**src/rtl/mmio_uart_tx.sv**
```systemverilog
// mmio_uart_tx
//   Memory-mapped 8N1 UART transmitter hanging off the processor store bus.
//   Stores to TX_ADDR push the low byte into a small FIFO; an FSM drains the
//   FIFO and serializes each byte LSB first. STAT_ADDR exposes status and
//   lets software clear the sticky overflow flag (store with bit1 set).
//
// Ports
//   i_clk_w         system clock, rising edge
//   i_rst_w         synchronous active-high reset
//   i_mem_write_w   processor store strobe
//   i_data_addr_w   processor data address
//   i_write_data_w  processor store data (bits [7:0] = TX byte, bit1 = clear)
//   o_rd_w          status read data {29'b0, overflow, full, busy} at STAT_ADDR
//   o_sel_w         address hits this block's window (TX_ADDR or STAT_ADDR)
//   o_tx_w          registered serial output, idle high
//   o_busy_w        FSM active or FIFO non-empty
//   o_overflow_w    sticky: a push was dropped on a full FIFO
module mmio_uart_tx #(
  parameter int unsigned CLKS_PER_BIT = 16,
  parameter int unsigned FIFO_DEPTH   = 8,
  parameter logic [31:0] TX_ADDR      = 32'h0000_0080,
  parameter logic [31:0] STAT_ADDR    = 32'h0000_0084
) (
  input  logic        i_clk_w,
  input  logic        i_rst_w,
  input  logic        i_mem_write_w,
  input  logic [31:0] i_data_addr_w,
  input  logic [31:0] i_write_data_w,
  output logic [31:0] o_rd_w,
  output logic        o_sel_w,
  output logic        o_tx_w,
  output logic        o_busy_w,
  output logic        o_overflow_w
);

  localparam int PTR_W  = $clog2(FIFO_DEPTH);
  localparam int CNT_W  = PTR_W + 1;
  localparam int BAUD_W = $clog2(CLKS_PER_BIT);

  typedef enum logic [1:0] {IDLE, START, DATA, STOP} state_t;

  state_t            state_q, state_d;
  logic [7:0]        fifo_mem [FIFO_DEPTH];
  logic [PTR_W-1:0]  wptr_q, rptr_q;
  logic [CNT_W-1:0]  cnt_q;
  logic [7:0]        shift_q, shift_d;
  logic [BAUD_W-1:0] baud_q, baud_d;
  logic [2:0]        bit_q, bit_d;
  logic              tx_q, tx_d;
  logic              ovf_q;

  logic hit_tx, hit_stat, push_req, clr_req;
  logic fifo_empty, fifo_full, baud_done, pop, push_ok, drop, busy;

  // Only the low byte is transmitted; the upper store bits are don't-care.
  logic unused_wdata;
  assign unused_wdata = ^i_write_data_w[31:8];

  assign hit_tx     = (i_data_addr_w == TX_ADDR);
  assign hit_stat   = (i_data_addr_w == STAT_ADDR);
  assign push_req   = i_mem_write_w && hit_tx;
  assign clr_req    = i_mem_write_w && hit_stat && i_write_data_w[1];
  assign fifo_empty = (cnt_q == '0);
  assign fifo_full  = (cnt_q == CNT_W'(FIFO_DEPTH));
  assign baud_done  = (baud_q == BAUD_W'(CLKS_PER_BIT - 1));

  // A pop in the same cycle frees a slot, so a push into a full FIFO is
  // only dropped when nothing leaves.
  assign push_ok = push_req && (!fifo_full || pop);
  assign drop    = push_req && fifo_full && !pop;

  assign busy         = (state_q != IDLE) || !fifo_empty;
  assign o_busy_w     = busy;
  assign o_sel_w      = hit_tx || hit_stat;
  assign o_rd_w       = hit_stat ? {29'b0, ovf_q, fifo_full, busy} : 32'b0;
  assign o_tx_w       = tx_q;
  assign o_overflow_w = ovf_q;

  // ---------------- FSM: state register ----------------
  always_ff @(posedge i_clk_w) begin
    if (i_rst_w) state_q <= IDLE;
    else         state_q <= state_d;
  end

  // ---------------- FSM: next state ----------------
  always_comb begin
    state_d = state_q;
    case (state_q)
      IDLE:  if (!fifo_empty) state_d = START;
      START: if (baud_done) state_d = DATA;
      DATA:  if (baud_done && bit_q == 3'd7) state_d = STOP;
      STOP:  if (baud_done) state_d = fifo_empty ? IDLE : START;
      default: state_d = IDLE;
    endcase
  end

  // ---------------- FSM: outputs / datapath next values ----------------
  always_comb begin
    pop     = !fifo_empty && ((state_q == IDLE) || (state_q == STOP && baud_done));
    shift_d = shift_q;
    bit_d   = bit_q;
    baud_d  = baud_done ? '0 : baud_q + BAUD_W'(1);
    if (pop) shift_d = fifo_mem[rptr_q];
    if (state_q == DATA && baud_done) begin
      if (bit_q != 3'd7) begin
        shift_d = shift_q >> 1;
        bit_d   = bit_q + 3'd1;
      end else begin
        bit_d   = 3'd0;
      end
    end
    // Baud counter restarts on every state change and is parked in IDLE.
    if (state_d != state_q || state_q == IDLE) baud_d = '0;
    // tx is registered from the next state so it lines up with that state.
    case (state_d)
      START:   tx_d = 1'b0;
      DATA:    tx_d = shift_d[0];
      default: tx_d = 1'b1;
    endcase
  end

  // ---------------- datapath registers ----------------
  always_ff @(posedge i_clk_w) begin
    if (i_rst_w) begin
      wptr_q  <= '0;
      rptr_q  <= '0;
      cnt_q   <= '0;
      shift_q <= '0;
      baud_q  <= '0;
      bit_q   <= '0;
      tx_q    <= 1'b1;
      ovf_q   <= 1'b0;
    end else begin
      shift_q <= shift_d;
      baud_q  <= baud_d;
      bit_q   <= bit_d;
      tx_q    <= tx_d;
      if (push_ok) wptr_q <= wptr_q + PTR_W'(1);
      if (pop)     rptr_q <= rptr_q + PTR_W'(1);
      case ({push_ok, pop})
        2'b10:   cnt_q <= cnt_q + CNT_W'(1);
        2'b01:   cnt_q <= cnt_q - CNT_W'(1);
        default: cnt_q <= cnt_q;
      endcase
      // A dropped push takes priority over a simultaneous clear.
      if (drop)         ovf_q <= 1'b1;
      else if (clr_req) ovf_q <= 1'b0;
    end
  end

  // FIFO storage needs no reset; pointers and count define validity.
  always_ff @(posedge i_clk_w) begin
    if (!i_rst_w && push_ok) fifo_mem[wptr_q] <= i_write_data_w[7:0];
  end

endmodule

```
**config.mk**
```make
export PLATFORM = sky130hd
export DESIGN_NAME = mmio_uart_tx
export DESIGN_NICKNAME = d
export VERILOG_FILES = /design/src/rtl/mmio_uart_tx.sv
export SDC_FILE = /design/constraint.sdc
export NUM_CORES = 1
export LEC_CHECK = 0
export CORE_ASPECT_RATIO = 1.75
export CORE_UTILIZATION = 53
export DETAILED_ROUTE_END_ITERATION = 8
export PLACE_DENSITY = 0.85
export SYNTH_ARGS = -nofsm -noshare
export SYNTH_HDL_FRONTEND = slang
export SYNTH_SLANG_ARGS = --single-unit
export TNS_END_PERCENT = 30
```
**constraint.sdc**
```tcl
create_clock -name i_clk_w -period 6.77 [get_ports i_clk_w]
set_input_delay 0.677 -clock i_clk_w [delete_from_list [all_inputs] [get_ports i_clk_w]]
set_output_delay 0.677 -clock i_clk_w [all_outputs]
set_load 0.03 [all_outputs]
```
==> out/qor.yml <==
outcome: "completed"
p_per_area_mw_per_mm2: 236
fin_nets: 436
cts_max_level: 3
area_growth_pct: 18.9
syn_inst: 307
drc: 0
max_stage_delay_ns: 0.70
num_io_pins: 103
hpwl_um: 5430
finalClockSkew_ns: 0.00602
antenna_found_initial: 0
drt-pass1-iter-count: 4
coreArea_mm2: 0.00767
insertion_delay_ns: 0.34
grt_pass1_vias: 2571
final.setup.tns_ns: 0
dp_slack_ns: 2.99
peakVddDrop_uv: 264
regArea_mm2: 0.00256
crit_path_start_kind: "input pin"
final_common_cell: "edfxtp_1"
rsz0062_at_grt: "no"
diodes: 0
fill_cells: 507
finalCritPeriodShare_pct: 53.6
setup_ws_ns: 3.14
worstPathCellList: "clkdlybuf4s50_1 -> nor4_1 -> nand4_1 -> nor2_1 -> nand2_1 -> a21oi_1 -> clkdlybuf4s50_1"
multi_input_area_mm2: 0.00151
hold_viol_final: 0
final_util_pct: 66.0
syn-mean-instance-area_um2: 13.9
end_kind: "primary output"
cts_resized: 0
worst_pin_slew_ns: 0.947
die_h_um: 121
wl_per_cell_um: 17.1
die_w_um: 69.8
power_leakage_nw: 1.68
cts_sinks: 96
synth_edf_count: 64
numCtsBuffers: 9
crit_start: "i_data_addr_w[8]"
grt_pass1_wl_um: 12400
portBuffers: 49
setup_viol: 0
crit_slowest_cell: "clkdlybuf4s50_1"
final_cell_mix: "64 x edfxtp_1, 49 x clkdlybuf4s50_1, 32 x dfxtp_1"
hold_ws_ns: 0.447
fmax_mhz: 275
grt.overflow.total: 0
synthDistinctLibCells: 48
gp_congestion: 0.838
root_buffer: "clkbuf_16"
ys.flop_type: "edfxtp_1"
post_cts_buffers: 0
drive_above_1_share_pct: 13.2
max-cap-violations: 0
floorplan.initialDensity_pct: 55.5
ys_ff_latch: 96
avgViaCountPerCell: 5.61
crit_arrival_ns: 2.95
holdBufCountCts: 0
period_minus_slack_ns: 3.63
hold_start: "baud_q[0]"
clk_path_buf_depth: 2
synth-async-reset-ratio_pct: 0
yosys_warnings: 0
final_max_slew_viol_count: 0
die-area_mm2: 0.00841
syn-cell-area_mm2: 0.00426
grt_usage_pct: 20.0
rows: 42
yosysSeqAreaShare_pct: 60.2
min_path_type: "reg -> reg"
crit_fanout: 6
via_count: 2541
ant_nets: 0
regToRegStartpoint: "baud_q[0]"
crit_type: "in -> out"
cpMostUsedCell: "clkdlybuf4s50_1"
drtIter0Drc: 158
critPathRequiredTime_ns: 6.09
finalWirelength_um: 7740
clk_pin_slew_ns: 0.06
cts_tree: "built"
grt_max_degree: 31
slew_headroom_pct: 36.8
## cell families (layout without fill, tap and decap cells)
| family | count (synthesis) | count (layout) | share of synthesized area (%) |
|---|---|---|---|
| flip-flops | 96 | 96 | 60.2 |
| AND/OR/NAND/NOR | 84 | 84 | 10.1 |
| buffers and inverters | 47 | 77 | 6.99 |
| XOR/XNOR | 10 | 10 | 2.06 |
| AO/OA/AOI/OAI | 28 | 28 | 4.79 |
| other | 1 | 29 | 0.0881 |
| adder cells (fa/ha/maj) | 9 | 9 | 2.82 |
| multiplexers | 32 | 32 | 13.0 |
## final timing paths
kind                     to  slack (ns)  depth (start not counted)
hold reg to reg   baud_q[0]        0.45                          1
hold / removal    baud_q[0]        0.45                          1
setup / recovery  o_rd_w[0]        3.14                          7
setup reg to reg   cnt_q[3]        3.58                         10
## layer usage
metal,up-vias,GRT usage [%],part of all wire (%)
met1,1245,20.5,37
met4,0,11.8,3.0
li1,1199,-,-
met5,-,0,0
met2,79,38.0,56
met3,18,2.58,3.3
## synth_stat cells (2+ instances only)
| cell | count | area, µm² |
|---|---|---|
| xnor2_1 | 4 | 35.0 |
| inv_1 | 5 | 18.8 |
| nand2_1 | 17 | 63.8 |
| nand3_1 | 3 | 15.0 |
| buf_4 | 29 | 218 |
| or3_1 | 2 | 12.5 |
| mux2i_1 | 12 | 120 |
| ha_1 | 8 | 100 |
| a21oi_1 | 12 | 60.1 |
| mux4_2 | 13 | 293 |
| clkbuf_1 | 7 | 26.3 |
| mux2_2 | 2 | 22.5 |
| buf_2 | 4 | 20.0 |
| nor4_2 | 2 | 25.0 |
| nand4_1 | 4 | 25.0 |
| nor3_1 | 5 | 25.0 |
| mux4_1 | 3 | 78.8 |
| o211ai_1 | 6 | 45.0 |
| nand2b_1 | 3 | 18.8 |
| nor4b_1 | 2 | 17.5 |
| nor4_1 | 8 | 50.1 |
| edfxtp_1 | 64 | 1920 |
| a31oi_1 | 2 | 12.5 |
| nor2_1 | 30 | 113 |
| dfxtp_1 | 32 | 641 |
| xor2_1 | 6 | 52.6 |
## through the flow
stage	area, µm²	total power [W]	std cells
5_1_grt	5060	0.00123	453
4_1_cts	5060	0.00120	453
3_5_place_dp	4740	0.000692	437
2_1_floorplan	4360	0.000675	335
6_report	5060	0.00119	453
3_3_place_gp	4740	0.000691	437
## sequential cells by signal, summed over array words and instances, names as in the netlist, 2 cells and up, named ones only
register and flops:
baud_q 4, rptr_q 3, cnt_q 4, bit_q 3, state_q 2, shift_q 8
fifo_mem 64, wptr_q 3
## critical path: cells and delay by family
family | cells | cell delay [ns]
AND/OR/NAND/NOR | 4 | 1.03
buffers and inverters | 2 | 1.10
AO/OA/AOI/OAI | 1 | 0.15
## power breakdown
group	leakage (nW)	internal (W)	switching, W
sequential	0.833	0.000624	0.000000000000943
combinational	0.691	0.0000228	0.0000334
clock	0.155	0.000305	0.000208
## layout make-up
type                       count  share of cell area, %
clock buffer                  12                   5.71
clock inverter                 4                  0.593
inverter                       5                  0.371
multi-input combinational    192                   29.8
sequential                    96                   50.6
tap                           88                   2.18
timing repair buffer          56                   10.7
Note: power is estimated with default switching activity, not from simulation.
